`src/rtl/mem_arb_pkg.sv`:
```
// rtl/mem_arb_pkg.sv - shared state encoding and owner select codes for the memory port arbiter
package mem_arb_pkg;

    typedef enum logic [1:0] {
        IDLE   = 2'd0,
        ACCESS = 2'd1,
        DONE   = 2'd2
    } state_t;

    localparam logic [2:0] SEL_NONE = 3'd0;
    localparam logic [2:0] SEL_P1   = 3'd1;
    localparam logic [2:0] SEL_P2   = 3'd2;

    // Maps a one-hot grant to the datapath mux select code.
    function automatic logic [2:0] sel_of(input logic [1:0] gnt);
        if (gnt[1]) begin
            return SEL_P2;
        end else if (gnt[0]) begin
            return SEL_P1;
        end
        return SEL_NONE;
    endfunction

endpackage

```
`src/rtl/mem_port_arbiter_if.sv`:
```
// rtl/mem_port_arbiter_if.sv - requester, completion and memory bus signals of the memory port arbiter
interface mem_port_arbiter_if #(
    parameter int AW = 32,
    parameter int DW = 32
);
    logic          req1;
    logic          req2;
    logic          we1;
    logic          we2;
    logic [AW-1:0] addr1;
    logic [AW-1:0] addr2;
    logic [DW-1:0] wdata1;
    logic [DW-1:0] wdata2;
    logic          done1;
    logic          done2;
    logic [DW-1:0] rdata;
    logic          err;
    logic [2:0]    sel;
    logic          mem_en;
    logic          mem_we;
    logic [AW-1:0] mem_addr;
    logic [DW-1:0] mem_wdata;
    logic [DW-1:0] mem_rdata;
    logic          mem_ready;

    modport master (
        input  req1, req2, we1, we2, addr1, addr2, wdata1, wdata2, mem_rdata, mem_ready,
        output done1, done2, rdata, err, sel, mem_en, mem_we, mem_addr, mem_wdata
    );

    modport slave (
        output req1, req2, we1, we2, addr1, addr2, wdata1, wdata2, mem_rdata, mem_ready,
        input  done1, done2, rdata, err, sel, mem_en, mem_we, mem_addr, mem_wdata
    );
endinterface

```
`src/rtl/mem_port_arbiter_rr_arb2.sv`:
```
// rtl/mem_port_arbiter_rr_arb2.sv - combinational two-way round-robin pick with one-hot grant
module rr_arb2 (
    input  logic       req1,
    input  logic       req2,
    input  logic       last_p2,
    output logic [1:0] gnt
);
    // On a tie, the port that did not win last time gets the grant.
    always_comb begin
        gnt = 2'b00;
        if (req1 && (!req2 || last_p2)) begin
            gnt = 2'b01;
        end else if (req2) begin
            gnt = 2'b10;
        end
    end
endmodule

```
`src/rtl/mem_port_arbiter.sv`:
```
// rtl/mem_port_arbiter.sv - shares one memory port between fetch (port 1) and load/store (port 2)
// with round-robin grant, latched request, one-cycle done pulse and access timeout.
module mem_port_arbiter
    import mem_arb_pkg::*;
#(
    parameter int AW      = 32,
    parameter int DW      = 32,
    parameter int TIMEOUT = 16
) (
    input  logic clk,
    input  logic rst_n,
    mem_port_arbiter_if.master bus
);
    localparam int            CW       = (TIMEOUT > 1) ? $clog2(TIMEOUT) : 1;
    localparam logic [CW-1:0] CNT_LAST = (TIMEOUT > 0) ? CW'(TIMEOUT - 1) : '0;

    state_t        state;
    state_t        state_nxt;
    logic [1:0]    gnt;
    logic          last_p2;
    logic [2:0]    owner;
    logic          lat_we;
    logic [AW-1:0] lat_addr;
    logic [DW-1:0] lat_wdata;
    logic [DW-1:0] rdata_r;
    logic          err_r;
    logic [CW-1:0] cnt;
    logic          take_grant;
    logic          hit_ready;
    logic          hit_timeout;

    rr_arb2 u_rr (
        .req1    (bus.req1),
        .req2    (bus.req2),
        .last_p2 (last_p2),
        .gnt     (gnt)
    );

    always_ff @(posedge clk or negedge rst_n) begin
        if (!rst_n) begin
            state <= IDLE;
        end else begin
            state <= state_nxt;
        end
    end

    // mem_ready is tested before the timeout so a late completion is never flagged.
    always_comb begin
        state_nxt   = state;
        take_grant  = 1'b0;
        hit_ready   = 1'b0;
        hit_timeout = 1'b0;
        case (state)
            IDLE: begin
                if (gnt != 2'b00) begin
                    take_grant = 1'b1;
                    state_nxt  = ACCESS;
                end
            end
            ACCESS: begin
                if (bus.mem_ready) begin
                    hit_ready = 1'b1;
                    state_nxt = DONE;
                end else if ((TIMEOUT > 0) && (cnt == CNT_LAST)) begin
                    hit_timeout = 1'b1;
                    state_nxt   = DONE;
                end
            end
            DONE:    state_nxt = IDLE;
            default: state_nxt = IDLE;
        endcase
    end

    always_ff @(posedge clk or negedge rst_n) begin
        if (!rst_n) begin
            last_p2   <= 1'b1;
            owner     <= SEL_NONE;
            lat_we    <= 1'b0;
            lat_addr  <= '0;
            lat_wdata <= '0;
            rdata_r   <= '0;
            err_r     <= 1'b0;
            cnt       <= '0;
        end else begin
            if (take_grant) begin
                owner     <= sel_of(gnt);
                last_p2   <= gnt[1];
                lat_we    <= gnt[1] ? bus.we2    : bus.we1;
                lat_addr  <= gnt[1] ? bus.addr2  : bus.addr1;
                lat_wdata <= gnt[1] ? bus.wdata2 : bus.wdata1;
                cnt       <= '0;
            end else if (state == ACCESS) begin
                cnt <= cnt + 1'b1;
            end
            if (hit_ready) begin
                rdata_r <= bus.mem_rdata;
                err_r   <= 1'b0;
            end else if (hit_timeout) begin
                rdata_r <= '0;
                err_r   <= 1'b1;
            end
        end
    end

    // Outputs decode only state and latched registers; requester inputs never reach them directly.
    assign bus.sel       = (state == IDLE) ? SEL_NONE : owner;
    assign bus.mem_en    = (state == ACCESS);
    assign bus.mem_we    = (state == ACCESS) && lat_we;
    assign bus.mem_addr  = (state == ACCESS) ? lat_addr  : '0;
    assign bus.mem_wdata = (state == ACCESS) ? lat_wdata : '0;
    assign bus.done1     = (state == DONE) && (owner == SEL_P1);
    assign bus.done2     = (state == DONE) && (owner == SEL_P2);
    assign bus.rdata     = rdata_r;
    assign bus.err       = err_r;

endmodule

```
`src/flat_wrapper.sv`:
```
// flat-port wrapper written by rule: the top's interface ports become plain ports
module mem_port_arbiter_flat import mem_arb_pkg::*;
#(
    parameter int AW      = 32,
    parameter int DW      = 32,
    parameter int TIMEOUT = 16
)
  (clk, rst_n, bus_req1, bus_req2, bus_we1, bus_we2, bus_addr1, bus_addr2, bus_wdata1, bus_wdata2, bus_mem_rdata, bus_mem_ready, bus_done1, bus_done2, bus_rdata, bus_err, bus_sel, bus_mem_en, bus_mem_we, bus_mem_addr, bus_mem_wdata);
  mem_port_arbiter_if #(.AW(AW), .DW(DW)) bus_i ();
  input  logic clk;
  input  logic rst_n;
  input wire logic [$bits(bus_i.req1)-1:0] bus_req1;
  input wire logic [$bits(bus_i.req2)-1:0] bus_req2;
  input wire logic [$bits(bus_i.we1)-1:0] bus_we1;
  input wire logic [$bits(bus_i.we2)-1:0] bus_we2;
  input wire logic [$bits(bus_i.addr1)-1:0] bus_addr1;
  input wire logic [$bits(bus_i.addr2)-1:0] bus_addr2;
  input wire logic [$bits(bus_i.wdata1)-1:0] bus_wdata1;
  input wire logic [$bits(bus_i.wdata2)-1:0] bus_wdata2;
  input wire logic [$bits(bus_i.mem_rdata)-1:0] bus_mem_rdata;
  input wire logic [$bits(bus_i.mem_ready)-1:0] bus_mem_ready;
  output wire logic [$bits(bus_i.done1)-1:0] bus_done1;
  output wire logic [$bits(bus_i.done2)-1:0] bus_done2;
  output wire logic [$bits(bus_i.rdata)-1:0] bus_rdata;
  output wire logic [$bits(bus_i.err)-1:0] bus_err;
  output wire logic [$bits(bus_i.sel)-1:0] bus_sel;
  output wire logic [$bits(bus_i.mem_en)-1:0] bus_mem_en;
  output wire logic [$bits(bus_i.mem_we)-1:0] bus_mem_we;
  output wire logic [$bits(bus_i.mem_addr)-1:0] bus_mem_addr;
  output wire logic [$bits(bus_i.mem_wdata)-1:0] bus_mem_wdata;
  assign bus_i.req1 = bus_req1;
  assign bus_i.req2 = bus_req2;
  assign bus_i.we1 = bus_we1;
  assign bus_i.we2 = bus_we2;
  assign bus_i.addr1 = bus_addr1;
  assign bus_i.addr2 = bus_addr2;
  assign bus_i.wdata1 = bus_wdata1;
  assign bus_i.wdata2 = bus_wdata2;
  assign bus_i.mem_rdata = bus_mem_rdata;
  assign bus_i.mem_ready = bus_mem_ready;
  assign bus_done1 = bus_i.done1;
  assign bus_done2 = bus_i.done2;
  assign bus_rdata = bus_i.rdata;
  assign bus_err = bus_i.err;
  assign bus_sel = bus_i.sel;
  assign bus_mem_en = bus_i.mem_en;
  assign bus_mem_we = bus_i.mem_we;
  assign bus_mem_addr = bus_i.mem_addr;
  assign bus_mem_wdata = bus_i.mem_wdata;
  mem_port_arbiter #(.AW(AW), .DW(DW), .TIMEOUT(TIMEOUT)) u_core (.clk(clk), .rst_n(rst_n), .bus(bus_i));
endmodule
```
`config.mk`:
```
export PLATFORM = sky130hd
export DESIGN_NAME = mem_port_arbiter_flat
export DESIGN_NICKNAME = d
export VERILOG_FILES = /design/src/rtl/mem_arb_pkg.sv /design/src/rtl/mem_port_arbiter_if.sv /design/src/rtl/mem_port_arbiter_rr_arb2.sv /design/src/rtl/mem_port_arbiter.sv /design/src/flat_wrapper.sv
export SDC_FILE = /design/constraint.sdc
export NUM_CORES = 1
export LEC_CHECK = 0
export ABC_AREA = 1
export CORE_MARGIN = 4
export CORE_UTILIZATION = 45
export DETAILED_ROUTE_END_ITERATION = 10
export PLACE_DENSITY = 0.83
export SLEW_MARGIN = 10
export SYNTH_ARGS = -nofsm -noshare
export SYNTH_HDL_FRONTEND = slang
export SYNTH_SLANG_ARGS = --single-unit
```
`constraint.sdc`:
```
create_clock -name clk -period 2.9 [get_ports clk]
set_input_delay 0.58 -clock clk [delete_from_list [all_inputs] [get_ports clk]]
set_output_delay 0.58 -clock clk [all_outputs]
set_load 0.01 [all_outputs]
```
==> summary.txt <==
Finish
  – Utilization after layout: 0.704
  – Layout cells sized above 1: 0.0360
  – Fin cells: 1310
  – Nets: 1301
  – Area Overhead vs Synth: 53.0%
  – Antenna fix cells: 0

Clock tree
  – Clock net sink count: 107
  – Setup bufs post-CTS: 0
  – Root Driver: clkbuf_16
  – Clock tree buffer depth: 2
  – CTS Buf Count: 9
  – H-Tree Level Count: 3
  – Post-CTS sizing: 0
  – Clk pin slew, worst setup/hold paths: 0.08 ns
  – CTS tree: yes
  – Skew-Pair Late Insertion Delay: 0.34 ns
  – Hold_buf cts: 0

GRT
  – Initial antenna violation count: 0
  – First-pass GRT wire length: 26800 um
  – Pin count of the biggest net entering global routing: 60
  – Vias in the first global route: 5545
  – Gr usage total: 0.224
  – Remaining Overflow, GRT: 0

Pwr
  – Seq pwr share: 0.338
  – Max IR drop VDD: 0.561 mV
  – Int Pwr: 4.75 mW
  – Pwr dens: 881 nW/um^2
  – Final Power: 7.85 mW
  – Switching Fraction: 0.396
  – LEAKAGE: 4.90 nW
  – Clk network pwr share: 0.151
  – P_sw: 3.11 mW
  – Gate power share: 0.511

Synth
  – Synth Area in Compound Gates: 0.00988
  – Multiplexer share of the synthesized area: 0
  – Mapped Nets: 1052
  – Seq/Total Area, Yosys: 0.460
  – Synth Instances: 884
  – Mapped Avg Cell Area: 6.59 sq um
  – Synth top area cells: dfrtp_1 46%, nand2_1 24%, inv_1 13%
  – Simple-Gate Fraction of Synth Area: 0.353
  – Post-Syn Area: 5830 sq um
  – Post-synth top area share: 0.455
  – Post-synthesis adder-cell area fraction: 0.00215
  – Largest family of logic cells by synthesized area: simple AND/OR/NAND/NOR gates
  – Ys Warns: 0
  – Synth cell types: 25
  – Yosys top cell by area: dfrtp_1
  – Xor and xnor area share after synthesis: 0
  – Flops & latches, synth: 107

Critical path
  – Reg2reg end: u_core.bus.rdata[11]$_DFFE_PN0P_
  – CP arrival: 2.01 ns
  – Crit Path Category: reg2out
  – Crit path to: bus_mem_wdata[22]
  – Crit-path max FO: 40
  – Reg2reg path depth: 6
  – FF-to-FF setup slack: 1.29 ns
  – CP Launch Point: u_core.state[1]$_DFFE_PN0P_
  – Setup crit start kind: flip-flop
  – Req. time, crit path: 2.32 ns
  – CP Capture Type: output pin
  – Worst path slowest cell: clkdlybuf4s50_1
  – RR Startpoint: u_core.cnt[0]$_DFFE_PN0P_
  – Crit-path cells: inv_1 -> nand2_2 -> buf_4 -> nor2_1 -> clkdlybuf4s50_1
  – Max incr delay on CP: 0.58 ns

STA
  – Relative slew slack: 0.602
  – Final Critical Period: 2.59 ns
  – Worst slew pin tran: 0.594 ns
  – # setup viols final: 0
  – Fmax: 0.387 GHz
  – Final Max Tran Viols: 0
  – Hold Vio Cnt, Final: 0
  – Clk_skew: 0.00888 ns
  – Setup_tns: 0 ns
  – RSZ-0062 raised after global routing: no
  – Final period util: 0.892
  – Final setup margin: 0.314 ns

Place
  – Final GP Congestion: 0.803
  – Worst slack, placed: 0.689 ns
  – Port buffer count: 269
  – Hpwl dp: 12300 um
  – Dpl cells: 1294

Job
  – Max_cap viols: 0

Route
  – DRT Pass-1 Iters: 5
  – Initial DRC count: 382
  – Routed WL per cell: 12.8 um
  – Drt total wl: 16700 um
  – DRC viols: 0
  – Via density: 4.48
  – Post-DRT Antenna Nets: 0
  – Via count: 5865

Floorplan
  – Die H: 122 um
  – Core area: 12700 sq um
  – I/O pin count: 271
  – Row count: 41
  – Die width: 122 um
  – Die footprint: 14800 sq um
  – Initial Util: 0.460

Run status
  – Status: complete, no violations

Min path
  – Hold crit path type: in2async
[cells in the mapped netlist, drive strengths merged]
master and n:
nand2 372, inv 204, dfstp 1, a21oi 2, o31ai 1, conb 1
nand3 70, o21ai 5, clkbuf 7, dfrtp 106, nor2 75, a21o 1
buf 36, nor3 2, ha 1
[worst max-delay path: cells and delay by family, from the launching register on]
kind          cells  cell delay [ns]
buf+inv           3             0.97
flops             1             0.44
simple gates      2             0.27
[sequential cells by signal (all words and copies together) (netlist names)]
name,count
u_core.last_p2,1
u_core.bus.rdata,32
u_core.lat_wdata,32
u_core.cnt,4
u_core.bus.err,1
u_core.state,2
u_core.lat_addr,32
u_core.lat_we,1
u_core.owner,2
[layer usage]
layer  wire, um  GRT usage  up-vias
li1           -          -     3004
met1       6720      0.284     2650
met2       8400      0.385      194
met3       1380     0.0543       17
met4        204     0.0609        0
met5          0          0        -
[cells in the final DEF, fill, tap and decap left out, drive strengths merged]
cell           count
clkdlybuf4s50    268
dfrtp            106
conb               1
dfstp              1
clkinvlp           2
a21oi              2
clkbuf            10
clkinv             2
nor3               2
o31ai              1
inv              206
nor2              75
nand3             70
nand2            372
a21o               1
o21ai              5
buf               13
ha                 1
[metrics by stage]
step / cell area, sq um / hold slack [ns]
global placement: 8630 / 0.452
floorplan: 5830 / 0.284
finish: 8920 / 0.105
global route: 8920 / 0.112
CTS: 8920 / 0.105
detailed placement: 8630 / 0.458
[layout make-up]
| type | count | area (sq um) |
|---|---|---|
| Fill cell | 1100 | 3750 |
| Timing Repair Buffer | 281 | 2820 |
| Sequential cell | 107 | 2680 |
| Multi-Input combinational cell | 530 | 2150 |
| Inverter | 204 | 766 |
| Clock buffer | 10 | 239 |
| Tap cell | 172 | 215 |
| Clock inverter | 6 | 48.8 |
[power groups by stage]
stage	registers [mW]	logic [mW]	clock network (mW)
floorplan	2.70	2.12	0
global placement	2.64	3.98	0
detailed placement	2.66	4.07	0
CTS	2.65	4.09	1.21
global route	2.74	4.50	1.27
finish	2.65	4.01	1.19
[cells by family (layout without fill, tap and decap cells)]
kind of cell,Yosys count,count (layout)
DFF,107,107
buffers and inverters,247,501
other,1,1
adders and majority gates,1,1
AOI/OAI and AO/OA,9,9
and+or+nand+nor,519,519
[worst min-delay path by stage]
stage | slack (ns) | to
2_1_floorplan | 0.28 | u_core.bus.err$_DFFE_PN0P_
5_1_grt | 0.11 | u_core.bus.rdata[31]$_DFFE_PN0P_
6_report | 0.11 | u_core.bus.rdata[16]$_DFFE_PN0P_
4_1_cts | 0.10 | u_core.bus.rdata[16]$_DFFE_PN0P_
3_3_place_gp | 0.45 | u_core.bus.rdata[27]$_DFFE_PN0P_
3_5_place_dp | 0.46 | u_core.bus.rdata[5]$_DFFE_PN0P_
Note: power is estimated with default switching activity, not from simulation.
